### config.mk
export PLATFORM = sky130hd
export DESIGN_NAME = float_sub16_seq
export DESIGN_NICKNAME = d
export VERILOG_FILES = /design/src/rtl/float_sub16_seq.sv
export SDC_FILE = /design/constraint.sdc
export NUM_CORES = 1
export LEC_CHECK = 0
export CORE_ASPECT_RATIO = 1.5
export CORE_MARGIN = 1
export CORE_UTILIZATION = 60
export CTS_BUF_LIST = sky130_fd_sc_hd__clkbuf_4 sky130_fd_sc_hd__clkbuf_8
export DETAILED_ROUTE_END_ITERATION = 6
export PLACE_DENSITY = 0.81
export SETUP_SLACK_MARGIN = 0.05
export SYNTH_ARGS = -nofsm -noshare
export SYNTH_HDL_FRONTEND = slang
export SYNTH_SLANG_ARGS = --single-unit
### constraint.sdc
create_clock -name clk -period 6.5 [get_ports clk]
set_input_delay 1.3 -clock clk [delete_from_list [all_inputs] [get_ports clk]]
set_output_delay 1.3 -clock clk [all_outputs]
set_load 0.02 [all_outputs]
### src/rtl/float_sub16_seq.sv
// Sequential half-precision subtractor (result = floatA - floatB), truncating, no denormals/NaN.
// Walks IDLE -> ALIGN -> ADD -> NORM -> DONE with valid/ready handshakes on both sides.
module float_sub16_seq #(
    parameter bit SAT_OVERFLOW = 1'b1
) (
    input  logic        clk,
    input  logic        reset,
    input  logic        in_valid,
    output logic        in_ready,
    input  logic [15:0] floatA,
    input  logic [15:0] floatB,
    output logic        out_valid,
    input  logic        out_ready,
    output logic [15:0] result,
    output logic        busy
);

    // Handshake: a transfer happens on a rising edge where valid && ready; the
    // producer holds its data stable until then, and ready never waits on valid.
    typedef enum logic [2:0] {
        IDLE  = 3'd0,
        ALIGN = 3'd1,
        ADD   = 3'd2,
        NORM  = 3'd3,
        DONE  = 3'd4
    } state_t;

    state_t state;
    state_t state_next;

    logic [15:0]       a_q;
    logic [15:0]       b_q;
    logic [10:0]       fa_q;
    logic [10:0]       fb_q;
    logic [10:0]       frac_q;
    // One bit wider than the 6-bit working exponent so a carry past 31 stays visible.
    logic signed [6:0] exp_q;
    logic              sign_q;
    logic              special_q;
    logic [15:0]       special_val_q;

    logic [4:0]        ea;
    logic [4:0]        eb;
    logic [4:0]        ediff;
    logic              a_ge_b;
    logic [10:0]       fra;
    logic [10:0]       frb;
    logic [10:0]       fa_al;
    logic [10:0]       fb_al;
    logic signed [6:0] exp_al;
    logic              a_zero;
    logic              b_zero;
    logic              is_special;
    logic [15:0]       special_val;

    logic              eff_sb;
    logic [11:0]       sum;
    logic [11:0]       diff;
    logic [10:0]       pos_frac;
    logic [10:0]       neg_frac;
    logic [10:0]       add_frac;
    logic signed [6:0] add_exp;
    logic              add_sign;

    logic              norm_done;

    function automatic logic [15:0] pack(input logic s, input logic signed [6:0] e,
                                         input logic [10:0] f);
        logic [15:0] r;
        if (e < 7'sd0)
            r = 16'h0000;
        else if (e > 7'sd31)
            r = SAT_OVERFLOW ? {s, 5'h1F, 10'h000} : 16'h0000;
        else if (f == 11'd0)
            r = 16'h0000;
        else
            r = {s, e[4:0], f[9:0]};
        return r;
    endfunction

    // Alignment and special-case detection from the latched operands.
    always_comb begin
        ea     = a_q[14:10];
        eb     = b_q[14:10];
        fra    = {1'b1, a_q[9:0]};
        frb    = {1'b1, b_q[9:0]};
        a_ge_b = (ea >= eb);
        ediff  = a_ge_b ? (ea - eb) : (eb - ea);
        fa_al  = fra;
        fb_al  = frb;
        if (a_ge_b)
            fb_al = (ediff >= 5'd11) ? 11'd0 : (frb >> ediff);
        else
            fa_al = (ediff >= 5'd11) ? 11'd0 : (fra >> ediff);
        exp_al = signed'({2'b00, (a_ge_b ? ea : eb)});

        a_zero      = (a_q[14:0] == 15'd0);
        b_zero      = (b_q[14:0] == 15'd0);
        is_special  = a_zero || b_zero || (a_q == b_q);
        special_val = 16'h0000;
        if (a_zero)
            special_val = {~b_q[15], b_q[14:0]};
        else if (b_zero)
            special_val = a_q;
    end

    // Signed-magnitude add of the aligned fractions.
    always_comb begin
        eff_sb   = ~b_q[15];
        sum      = {1'b0, fa_q} + {1'b0, fb_q};
        pos_frac = a_q[15] ? fb_q : fa_q;
        neg_frac = a_q[15] ? fa_q : fb_q;
        diff     = {1'b0, pos_frac} - {1'b0, neg_frac};
        add_frac = sum[10:0];
        add_exp  = exp_q;
        add_sign = a_q[15];
        if (a_q[15] == eff_sb) begin
            if (sum[11]) begin
                add_frac = sum[11:1];
                add_exp  = exp_q + 7'sd1;
            end
        end else begin
            if (diff[11]) begin
                add_frac = -diff[10:0];
                add_sign = 1'b1;
            end else begin
                add_frac = diff[10:0];
                add_sign = 1'b0;
            end
        end
    end

    assign norm_done = frac_q[10] || (frac_q == 11'd0);

    always_ff @(posedge clk) begin
        if (!reset)
            state <= IDLE;
        else
            state <= state_next;
    end

    // Special results spend the ADD slot idle so they land two edges after accept.
    always_comb begin
        state_next = state;
        case (state)
            IDLE:    if (in_valid) state_next = ALIGN;
            ALIGN:   state_next = ADD;
            ADD:     state_next = special_q ? DONE : NORM;
            NORM:    if (norm_done) state_next = DONE;
            DONE:    if (out_ready) state_next = IDLE;
            default: state_next = IDLE;
        endcase
    end

    always_comb begin
        in_ready  = (state == IDLE) && reset;
        busy      = (state != IDLE);
        out_valid = (state == DONE);
    end

    always_ff @(posedge clk) begin
        if (!reset) begin
            a_q           <= 16'h0000;
            b_q           <= 16'h0000;
            fa_q          <= 11'd0;
            fb_q          <= 11'd0;
            frac_q        <= 11'd0;
            exp_q         <= 7'sd0;
            sign_q        <= 1'b0;
            special_q     <= 1'b0;
            special_val_q <= 16'h0000;
            result        <= 16'h0000;
        end else begin
            case (state)
                IDLE: begin
                    if (in_valid) begin
                        a_q <= floatA;
                        b_q <= floatB;
                    end
                end
                ALIGN: begin
                    fa_q          <= fa_al;
                    fb_q          <= fb_al;
                    exp_q         <= exp_al;
                    special_q     <= is_special;
                    special_val_q <= special_val;
                end
                ADD: begin
                    if (special_q) begin
                        result <= special_val_q;
                    end else begin
                        frac_q <= add_frac;
                        exp_q  <= add_exp;
                        sign_q <= add_sign;
                    end
                end
                NORM: begin
                    if (norm_done) begin
                        result <= pack(sign_q, exp_q, frac_q);
                    end else begin
                        frac_q <= frac_q << 1;
                        exp_q  <= exp_q - 7'sd1;
                    end
                end
                default: ;
            endcase
        end
    end

endmodule

==> metrics.txt <==
vias in the first global route 6,971; placed cell count 1,148; row count 50; drt first pass iters 6; share of the synthesized area in the top cell type 27.9%; post-synthesis cell area 7810 um2; Die Width 95.2 um; Synth Instances 1,011; max-cap violations 0; vias per cell 6.55; Clock Latency Late Sink 390 ps; Slew Viols, Final 0; Placed Area 8300 um2; PortBufs 54; worst-margin pin slew 1120 ps; largest net degree at the start of global routing 91; Post-CTS Repair Setup Buffers 0; top cell type by total area after synthesis dfxtp_1; crit path launch type input pin; Initial Util 62.1%; FMAX 244 MHz; number of enable flip-flop cells after synthesis 0; DRT Wirelength 21,400 um; CP cell instances clkdlybuf4s50_1 > buf_4 > inv_2 > nor2_1 > clkdlybuf4s50_1; Seq cells post-synth 109; drt drc 0; H-tree Lvls 3; P_leak 3.08 nW; worst hold path class flop to flop; Worst VDD drop 0.000264 V; ys flop type dfxtp_1; met2 GRT Util 56.5%; Worst Clk Skew 22.2 ps; Async S/R FF share, synth 0%; pwr/cell area 391 nW/um2; routing usage on met3 3.86%; Sequential Power Share 28.6%; Final Setup Violations 0; Gate power share 57.9%; gr usage total 32.9%; Crit-path slowest cell clkdlybuf4s50_1; die span in y 142 um; worst hold stages 2; Tmin final 4100 ps; Critical Path Most Common Cell clkdlybuf4s50_1; final core area utilization 67.7%; Req. time, crit path 5200 ps; Final nets 1,073; Worst-path clk slew 120 ps; Critical Path AT 2800 ps; cells resized by post-CTS repair 0; Final Instance Area 8520 um2; io pins 55; Post-Syn Nets 1,081; status complete, no violations; non-filler instance count after layout 1,164; gr ovfl total 0; switching power share of the total 48.0%; syn_area_per_cell 7.73 um2; CTS tree yes; share of layout cells above drive strength 1 7.04%; crit share post-route 63.1%; Sink Count 109; CP Class input pin to primary output; area grow syn2layout 9.03%; initial antenna violation count 0; RSZ-0062 raised after global routing false; Net Switching 1.60 mW; GR peak layer met2; Diodes inserted 0; 1st-iter DRT viols 626; CTS Hold Buffers Added 0; Vias 7,629; largest cells by area after synthesis dfxtp_1 28%, nand2_1 6.3%, a21oi_1 6.2%, ha_1 4.8%, nor2_1 4.1%; met1 Use GR 39.0%; Post-Route Setup TNS 0 ps; YS warnings 0; clock share of power 13.4%; register area share after synthesis 27.9%; drt wl/cell 18.4 um; Final Hold Fails 0; Longest Clk Path Bufs 2; CTS Buf Count 9; endpoint type of the worst setup path primary output; first-pass GRT wire length 34,700 um; gpl congestion 0.957; synth unique cells 83; core area 12,600 um2; post-DP HPWL 15,500 um; Die ar. 13,500 um2; Int Pwr 1.73 mW; number of routed nets with antenna violations 0; root buffer cell clkbuf_8; peak fanout along the critical path 23; worst hold slack 491 ps; cells on worst reg2reg path 11; Max stage delay on crit path 600 ps; worst rel slew slack 25.7%
[worst paths after layout]
kind	from	slack, ps	endpoint
worst min-delay path	special_val_q[2]	490	result[2]
worst max-delay path	reset	2400	in_ready
worst min register to register	special_val_q[2]	490	result[2]
worst max register to register	a_q[10]	2480	fa_q[2]
[power by group through the flow]
stage / clock (mW) / combinational [mW] / sequential (mW)
6_report: 0.447 / 1.93 / 0.953
3_5_place_dp: 0 / 1.90 / 0.962
5_1_grt: 0.479 / 2.11 / 0.967
4_1_cts: 0.449 / 1.90 / 0.946
3_3_place_gp: 0 / 1.86 / 0.957
2_1_floorplan: 0 / 1.52 / 0.890
[per-layer routing]
| metal | routed length (um) | vias to the layer above |
|---|---|---|
| met5 | 0 | - |
| met4 | 1200 | 0 |
| met3 | 1250 | 92 |
| met2 | 10800 | 316 |
| met1 | 8140 | 3545 |
| li1 | - | 3676 |
[worst max-delay path: cells and delay by family]
family                 cells  cell delay (ps)
buffers and inverters      4             1390
and+or+nand+nor            1              100
[cells in the mapped netlist, types with 11 or more instances]
library cell / n
nand2_1: 132
dfxtp_1: 109
a21oi_1: 97
nor2_1: 86
clkbuf_1: 65
o21ai_0: 38
nor3_1: 37
inv_1: 35
ha_1: 30
a211oi_1: 24
a221oi_1: 23
nand3_1: 23
a31oi_1: 22
xnor2_1: 21
a21o_1: 19
and3_1: 14
mux4_2: 14
nor2b_1: 14
mux2i_1: 13
nor4_1: 13
xor2_1: 12
buf_2: 11
nand2b_1: 11
[cell families after synthesis]
logic type / share of synthesized area (%)
AO/OA/AOI/OAI: 25.9
XOR/XNOR: 4.12
adder cells (fa/ha/maj): 5.96
buffers and inverters: 6.18
flip-flops: 27.9
multiplexers: 7.14
AND/OR/NAND/NOR: 22.8
[cell type report]
type	count	area, um2
inverter	38	143
timing repair buffer	64	616
multi-input combinational	781	5160
clock inverter	6	82.6
tap	156	195
sequential	109	2180
clock buffer	10	138
fill	1114	4060
[through the flow]
step                total power, mW  setup slack [ps]
CTS                            3.30              2390
detailed placement             2.86              2400
global placement               2.82              2400
floorplan                      2.41              2920
global route                   3.55              2200
finish                         3.33              2400
[state kept, by name, summed over array words and instances, names as in the netlist]
signal	count
a_q	16
b_q	16
result	16
special_val_q	16
fa_q	11
fb_q	11
frac_q	11
exp_q	7
state	3
sign_q	1
special_q	1
[placed cells by master (no fill, tap or decap), types with 4 or more instances in the layout]
cell type / synthesis / routed
nand2_1: 132 / 132
dfxtp_1: 109 / 109
inv_1: 35 / 35
o21ai_1: 4 / 4
nand3_1: 23 / 23
nand2b_1: 11 / 11
a22oi_1: 10 / 10
o21ai_0: 38 / 38
nor3_1: 37 / 37
and2_1: 6 / 6
nor4_1: 13 / 13
and3_1: 14 / 14
a21o_1: 19 / 19
a311oi_1: 8 / 8
nor2_1: 86 / 86
a221oi_1: 23 / 23
nor3b_1: 6 / 6
a211oi_1: 24 / 23
mux2_2: 8 / 8
buf_4: 2 / 10
fa_1: 4 / 4
and4_1: 4 / 4
a21oi_1: 97 / 97
a31oi_1: 22 / 22
o22ai_1: 10 / 10
nor2b_1: 14 / 13
ha_1: 30 / 30
o21bai_1: 5 / 5
mux4_2: 14 / 14
xnor2_1: 21 / 21
or3_1: 9 / 9
clkbuf_8: 0 / 10
nand4_1: 6 / 6
mux2i_1: 13 / 13
xor2_1: 12 / 12
clkdlybuf4s50_1: 0 / 54
No activity file was read; power rests on OpenSTA's default activity.
